[src/rtl/proto245_pkg.sv]
// Shared types and constants for the proto245 streaming path.
package proto245_pkg;

  localparam int unsigned STREAM_DATA_W = 8;
  localparam int unsigned BURST_LEN_DEF = 64;

  typedef struct packed {
    logic                     last;
    logic [STREAM_DATA_W-1:0] data;
  } stream_word_t;

  // True when word index idx (0-based) closes a burst of len words.
  function automatic logic burst_wrap_f(input int unsigned idx, input int unsigned len);
    return (idx == (len - 32'd1));
  endfunction

endpackage

[src/rtl/fifo_stream_rd_chk.sv]
// Simulation checks on the read adapter's credit accounting.
module fifo_stream_rd_chk (
  input logic       clk,
  input logic       rst,
  input logic       push_i,
  input logic       pop_i,
  input logic [1:0] count_i,
  input logic       inflight_i
);

  always_ff @(posedge clk) begin
    if (!rst) begin
      assert (!(push_i && (count_i == 2'd2) && !pop_i))
        else $error("fifo_stream_rd: read response arrived with the buffer full");
      assert (({1'b0, count_i} + {2'b00, inflight_i}) <= 3'd2)
        else $error("fifo_stream_rd: buffered plus in-flight words exceed 2");
    end
  end

endmodule

[src/rtl/stream_skid2.sv]
// Generic 2-entry valid/ready register buffer with a push port; output is the head slot.
module stream_skid2 #(
  parameter int unsigned W = 9
) (
  input  logic         clk,
  input  logic         rst,
  input  logic         push_i,
  input  logic [W-1:0] push_data_i,
  input  logic         pop_i,
  output logic [W-1:0] head_o,
  output logic         valid_o,
  output logic [1:0]   count_o
);

  logic [W-1:0] head_q, head_d, tail_q, tail_d;
  logic [1:0]   count_q, count_d;
  logic         pop_s;

  assign pop_s = pop_i & (count_q != 2'd0);

  always_comb begin
    head_d  = head_q;
    tail_d  = tail_q;
    count_d = count_q;
    case ({push_i, pop_s})
      2'b10: begin
        if (count_q == 2'd0) begin
          head_d  = push_data_i;
          count_d = 2'd1;
        end else if (count_q == 2'd1) begin
          tail_d  = push_data_i;
          count_d = 2'd2;
        end else begin
          count_d = count_q;
        end
      end
      2'b01: begin
        head_d  = tail_q;
        count_d = count_q - 2'd1;
      end
      // Simultaneous push/pop: the new word replaces the head or queues behind the tail.
      2'b11: begin
        if (count_q == 2'd1) begin
          head_d = push_data_i;
        end else begin
          head_d = tail_q;
          tail_d = push_data_i;
        end
      end
      default: begin
        count_d = count_q;
      end
    endcase
  end

  always_ff @(posedge clk) begin
    if (rst) begin
      head_q  <= '0;
      tail_q  <= '0;
      count_q <= 2'd0;
    end else begin
      head_q  <= head_d;
      tail_q  <= tail_d;
      count_q <= count_d;
    end
  end

  assign head_o  = head_q;
  assign valid_o = (count_q != 2'd0);
  assign count_o = count_q;

endmodule

[src/rtl/fifo_stream_rd.sv]
// FIFO read-side adapter: request/response reads -> valid/ready stream with burst markers.
module fifo_stream_rd
  import proto245_pkg::*;
#(
  parameter  int unsigned DATA_W    = STREAM_DATA_W,
  parameter  int unsigned BURST_LEN = BURST_LEN_DEF,
  localparam int unsigned CNT_W     = $clog2(BURST_LEN + 1)
) (
  input  logic              clk,
  input  logic              rst,
  input  logic              fifo_empty,
  output logic              fifo_ren,
  input  logic [DATA_W-1:0] fifo_rdata,
  input  logic              fifo_rvalid,
  output logic [DATA_W-1:0] m_data,
  output logic              m_valid,
  input  logic              m_ready,
  output logic              m_last,
  output logic [CNT_W-1:0]  burst_cnt
);

  logic             pop_s, push_s, last_s;
  logic [1:0]       count_s;
  logic [2:0]       occ_s;
  logic [DATA_W:0]  head_s;
  logic             inflight_q, inflight_d;
  logic [CNT_W-1:0] burst_cnt_q, burst_cnt_d;
  logic [CNT_W-1:0] push_idx_q, push_idx_d;

  assign pop_s    = m_valid & m_ready;
  // A response is only trusted if we asked for it; this drops a stale one after reset.
  assign push_s   = fifo_rvalid & inflight_q;
  assign occ_s    = {1'b0, count_s} + {2'b00, inflight_q} - {2'b00, pop_s};
  assign fifo_ren = ~rst & ~fifo_empty & (occ_s < 3'd2);

  // Words leave in push order, so tagging the burst position at push time
  // equals evaluating burst_cnt when the word reaches the head.
  assign last_s = burst_wrap_f(32'(push_idx_q), BURST_LEN);

  always_comb begin
    inflight_d  = fifo_ren;
    push_idx_d  = push_idx_q;
    burst_cnt_d = burst_cnt_q;
    if (push_s) begin
      if (last_s) begin
        push_idx_d = '0;
      end else begin
        push_idx_d = push_idx_q + CNT_W'(1);
      end
    end else begin
      push_idx_d = push_idx_q;
    end
    if (pop_s) begin
      if (m_last) begin
        burst_cnt_d = '0;
      end else begin
        burst_cnt_d = burst_cnt_q + CNT_W'(1);
      end
    end else begin
      burst_cnt_d = burst_cnt_q;
    end
  end

  always_ff @(posedge clk) begin
    if (rst) begin
      inflight_q  <= 1'b0;
      push_idx_q  <= '0;
      burst_cnt_q <= '0;
    end else begin
      inflight_q  <= inflight_d;
      push_idx_q  <= push_idx_d;
      burst_cnt_q <= burst_cnt_d;
    end
  end

  stream_skid2 #(
    .W (DATA_W + 1)
  ) u_skid (
    .clk         (clk),
    .rst         (rst),
    .push_i      (push_s),
    .push_data_i ({last_s, fifo_rdata}),
    .pop_i       (m_ready),
    .head_o      (head_s),
    .valid_o     (m_valid),
    .count_o     (count_s)
  );

  fifo_stream_rd_chk u_chk (
    .clk        (clk),
    .rst        (rst),
    .push_i     (push_s),
    .pop_i      (pop_s),
    .count_i    (count_s),
    .inflight_i (inflight_q)
  );

  assign m_data    = head_s[DATA_W-1:0];
  assign m_last    = head_s[DATA_W];
  assign burst_cnt = burst_cnt_q;

endmodule

[config.mk]
export PLATFORM = sky130hd
export DESIGN_NAME = fifo_stream_rd
export DESIGN_NICKNAME = d
export VERILOG_FILES = /design/src/rtl/proto245_pkg.sv /design/src/rtl/fifo_stream_rd_chk.sv /design/src/rtl/stream_skid2.sv /design/src/rtl/fifo_stream_rd.sv
export SDC_FILE = /design/constraint.sdc
export NUM_CORES = 1
export LEC_CHECK = 0
export ABC_AREA = 1
export BUFFER_PORTS_ARGS = -buffer_cell sky130_fd_sc_hd__buf_2
export CAP_MARGIN = 20
export CORE_MARGIN = 10
export CORE_UTILIZATION = 50
export DETAILED_ROUTE_END_ITERATION = 10
export PLACE_DENSITY = 0.69
export SLEW_MARGIN = 20
export SYNTH_ARGS = -nofsm -noshare
export SYNTH_HDL_FRONTEND = slang
export SYNTH_HIERARCHICAL = 1
export SYNTH_SLANG_ARGS = --single-unit
[constraint.sdc]
create_clock -name clk -period 5.1 [get_ports clk]
set_input_delay 0.255 -clock clk [delete_from_list [all_inputs] [get_ports clk]]
set_output_delay 0.255 -clock clk [all_outputs]
set_load 0.01 [all_outputs]
==> run summary <==
The cell area after technology mapping came out at slightly above 0.002 mm2. In the global route stage, overall resource usage came out at 14.2%. The flow ran to the end, and the final reports show no timing, DRC or antenna violations. Clock skew on the completed layout was measured at roughly 0.0077 ns. The shortest clock period the worst path allows after layout is 2.91 ns.

The count of boundary I/O pins came out at 31. Traced cell by cell, the critical path runs through inv_1, ha_1, inv_2, nand2_2, inv_1, ha_1, inv_1, nand2_1, fa_1, nand2_1, nor3_1, buf_2. The maximum operating frequency is 0.343 GHz.

The worst setup path is captured at an output port. The maximum clock insertion buffer count came out at 2. In this run the static leakage power is 1.22 nW.

Setup repair after global routing left no endpoint under its margin. The clock slew seen by the registers of the worst setup and hold paths came out at approximately 0.080 ns. The layout-stage area growth over the synthesis result is 14.0%. The total buffers and inverters traversed by the critical path came out at 5. TritonCTS built the clock tree.

The count of non-filler cells in the finished layout came out at 406. The count of pins over their slew limit came to 0. Data on the critical path arrives at its endpoint at 2.66 ns. The top cell family by delay on the critical path is adder cells.

The die area came out at 0.00713 mm2. The maximum level of the CTS H-tree is 2. Hold repair after CTS inserted 0 buffers. After synthesis, the mean cell area works out to 6.41 um2.

The total number of vias is slightly below 2,000. Entering global routing, the biggest net connects 22 pins. The total overflow left after global routing is 0. The number of antenna diodes is 0. The width of the die came out at around 84 um. The post-detailed-route wirelength per cell is 11.7 um.

The library cell contributing the largest single delay on the critical path is sky130_fd_sc_hd__fa_1. The cell chosen for the clock root is sky130_fd_sc_hd__clkbuf_8. The share of the clock period used by the worst path after layout came out at 57.1%. The number of max-cap violations came out at 0. The final-layout setup total negative slack is 0 ns. The via count of the first global-routing pass is around 1,900. The first-pass GRT wire length came out at 8560 um. The number of nets in the layout is around 370. By area the synthesized netlist is led by sky130_fd_sc_hd__dfxtp_1, sky130_fd_sc_hd__nand2_1, sky130_fd_sc_hd__inv_1. The worst supply voltage drop on vdd came out at between 0.0002 and 0.0003 V. Clock tree synthesis inserted a total of 5 buffers. The vertical die dimension came out at about 84 um. The final routed wirelength across all metal layers is 4760 um.

The floorplan has 23 rows. The post-route netlist has roughly 15% of its cells at a drive strength greater than 1. The headroom to the max-slew limit is 68.1%.

The slack of the worst reg-to-reg path is 2.82 ns. The initial antenna violation count came out at 0. After detailed routing, the number of remaining DRC violations is 0. The share of synthesized area occupied by flip-flops and latches is 33.8%. The worst hold slack is 0.132 ns. The cell area power density is approximately 480 mW/mm2. The library cell occupying the most area in the post-synthesis netlist is sky130_fd_sc_hd__dfxtp_1. Counting every instance in the synthesized netlist gives 324. The sum of net half-perimeters after detailed placement is about 3500 um.

The worst hold path class is input pin to register. Counting stages on the worst path, the most repeated cell is sky130_fd_sc_hd__inv_1. The number of failing hold endpoints at the final stage is 0. Setup violations remaining at the end of the flow were counted as 0.

The final weighted congestion in routability-driven placement came out at between 0.8 and 0.9. The first detailed-routing pass ran for 4 iterations. For this configuration, the core starts out at a cell density of 51.9%.

The transition time at the pin with the least slew margin is 0.478 ns. The number of buffers added for setup after CTS is 0. The latest clock arrival within the worst-skew pair is 0.29 ns. The tree built by TritonCTS fans out to 35 sinks. The detail route stage leaves a number of antenna-violating nets equal to 0. The maximum single-stage delay on the critical path is 0.48 ns. The Yosys warning count came out at 6. The number of distinct library cell variants in the gate-level netlist after synthesis is 28.

The post-cts resize count is 0. The maximum fanout along the worst path is 7. The count of buffers inserted at the top-level ports came out at 30.

The top cell type by area accounts for 33.8% of the synthesized area. Counting flops and latches in the post-synthesis netlist gives 35. The synthesized netlist net count is 343. The region available for standard cell placement spans 0.00400 mm2. The placed cell count is around 400.

The number of violations reported at the end of detailed-routing iteration 0 is 142. The critical path is of the register to output port type. Dividing the detail-routed via count by the number of cells gives 4.90. The launching element type of the critical path is a register. At the worst endpoint, the required time is 4.85 ns.
## logic make-up (layout without fill, tap and decap cells)
logic type	Yosys count	count (layout)	synth area share (%)
AOI/OAI and AO/OA	39	39	10.0
and+or+nand+nor	176	176	37.7
adders and majority gates	6	6	3.98
muxes	1	1	0.482
buffers and inverters	65	97	13.3
DFF	35	35	33.8
xor gates and xnor gates	2	2	0.844
## sequential cells by signal, indices dropped and copies added (netlist names)
name / flops
inflight_q: 1
push_idx_q: 7
u_skid/head_o: 9
u_skid/count_o: 2
u_skid/tail_q: 9
burst_cnt: 7
## path summary, 6_finish.rpt
path                     startpoint            end  cells past startpoint
hold / removal           fifo_empty     inflight_q                      2
hold reg to reg       push_idx_q[6]  push_idx_q[6]                      2
setup / recovery  u_skid/count_o[1]       fifo_ren                     12
setup reg to reg  u_skid/count_o[1]     inflight_q                     11
## stage by stage
stage | utilization, % | power [W] | cell area, um2 | worst slack, ns
floorplan | - | 0.000736 | 2080 | 2.62
global placement | 55.9 | 0.000849 | 2230 | 2.59
detailed placement | 55.9 | 0.000856 | 2230 | 2.48
CTS | 59.2 | 0.00116 | 2370 | 2.17
global route | 59.2 | 0.00124 | 2370 | 1.91
finish | 59.2 | 0.00114 | 2370 | 2.19
## per-layer routing
layer  wire length (um)  part of all wire (%)  GRT usage [%]
met1               2210                    47           16.5
met2               2240                    47           23.9
met3                245                   5.2           4.83
met4                 53                   1.1           4.79
met5                  0                     0              0
## layout make-up
cell class	instances	area, um2
clock buffer	6	72.6
clock inverter	2	60.1
fill	395	1630
inverter	59	221
multi-input combinational	224	1100
sequential	35	701
tap	50	62.6
timing repair buffer	30	150
## cell usage after synthesis
| library cell | count |
|---|---|
| sky130_fd_sc_hd__clkinv_1 | 1 |
| sky130_fd_sc_hd__dfxtp_1 | 35 |
| sky130_fd_sc_hd__ha_1 | 5 |
| sky130_fd_sc_hd__o21a_1 | 1 |
| sky130_fd_sc_hd__xor2_1 | 2 |
| sky130_fd_sc_hd__buf_6 | 4 |
| sky130_fd_sc_hd__mux2i_1 | 1 |
| sky130_fd_sc_hd__nand2_4 | 1 |
| sky130_fd_sc_hd__nor2_2 | 1 |
| sky130_fd_sc_hd__inv_2 | 5 |
| sky130_fd_sc_hd__o21ai_2 | 1 |
| sky130_fd_sc_hd__nand2_2 | 3 |
| sky130_fd_sc_hd__fa_1 | 1 |
| sky130_fd_sc_hd__nand3_1 | 37 |
| sky130_fd_sc_hd__nor2_4 | 4 |
| sky130_fd_sc_hd__o21ai_1 | 3 |
| sky130_fd_sc_hd__inv_1 | 53 |
| sky130_fd_sc_hd__nand2_1 | 99 |
| sky130_fd_sc_hd__nor2_1 | 19 |
| sky130_fd_sc_hd__buf_2 | 1 |
| sky130_fd_sc_hd__nand3_2 | 1 |
| sky130_fd_sc_hd__nand4_1 | 2 |
| sky130_fd_sc_hd__a21oi_1 | 22 |
| sky130_fd_sc_hd__nand3b_1 | 2 |
| sky130_fd_sc_hd__o21ai_0 | 11 |
| sky130_fd_sc_hd__clkbuf_1 | 1 |
| sky130_fd_sc_hd__nor3_1 | 7 |
| sky130_fd_sc_hd__o21bai_2 | 1 |
## cell usage in the layout, fill, tap and decap left out, types with 3 or more instances in the layout
master,count
sky130_fd_sc_hd__buf_2,30
sky130_fd_sc_hd__nand2_2,3
sky130_fd_sc_hd__dfxtp_1,35
sky130_fd_sc_hd__nor3_1,7
sky130_fd_sc_hd__a21oi_1,22
sky130_fd_sc_hd__nor2_1,19
sky130_fd_sc_hd__clkbuf_8,5
sky130_fd_sc_hd__inv_2,5
sky130_fd_sc_hd__o21ai_1,3
sky130_fd_sc_hd__o21ai_0,11
sky130_fd_sc_hd__nand3_1,37
sky130_fd_sc_hd__ha_1,5
sky130_fd_sc_hd__inv_1,53
sky130_fd_sc_hd__nand2_1,99
sky130_fd_sc_hd__nor2_4,4
## report_power, final
part / internal (W) / switching, W / leakage, nW / total [W]
logic: 0.000164 / 0.000315 / 0.871 / 0.000479
clock network: 0.000195 / 0.000101 / 0.0654 / 0.000297
registers: 0.000332 / 0.0000342 / 0.284 / 0.000366
total: 0.000691 / 0.000451 / 1.22 / 0.00114
## worst register-to-register path: stages (launching register included)
cell and delay [ns]:
sky130_fd_sc_hd__dfxtp_1 0.40, sky130_fd_sc_hd__inv_1 0.10, sky130_fd_sc_hd__ha_1 0.26, sky130_fd_sc_hd__inv_2 0.16, sky130_fd_sc_hd__nand2_2 0.13, sky130_fd_sc_hd__inv_1 0.12, sky130_fd_sc_hd__ha_1 0.23, sky130_fd_sc_hd__inv_1 0.05
sky130_fd_sc_hd__nand2_1 0.05, sky130_fd_sc_hd__fa_1 0.48, sky130_fd_sc_hd__nand2_1 0.06, sky130_fd_sc_hd__nor3_1 0.16
Power figures use the tool's default switching activity.
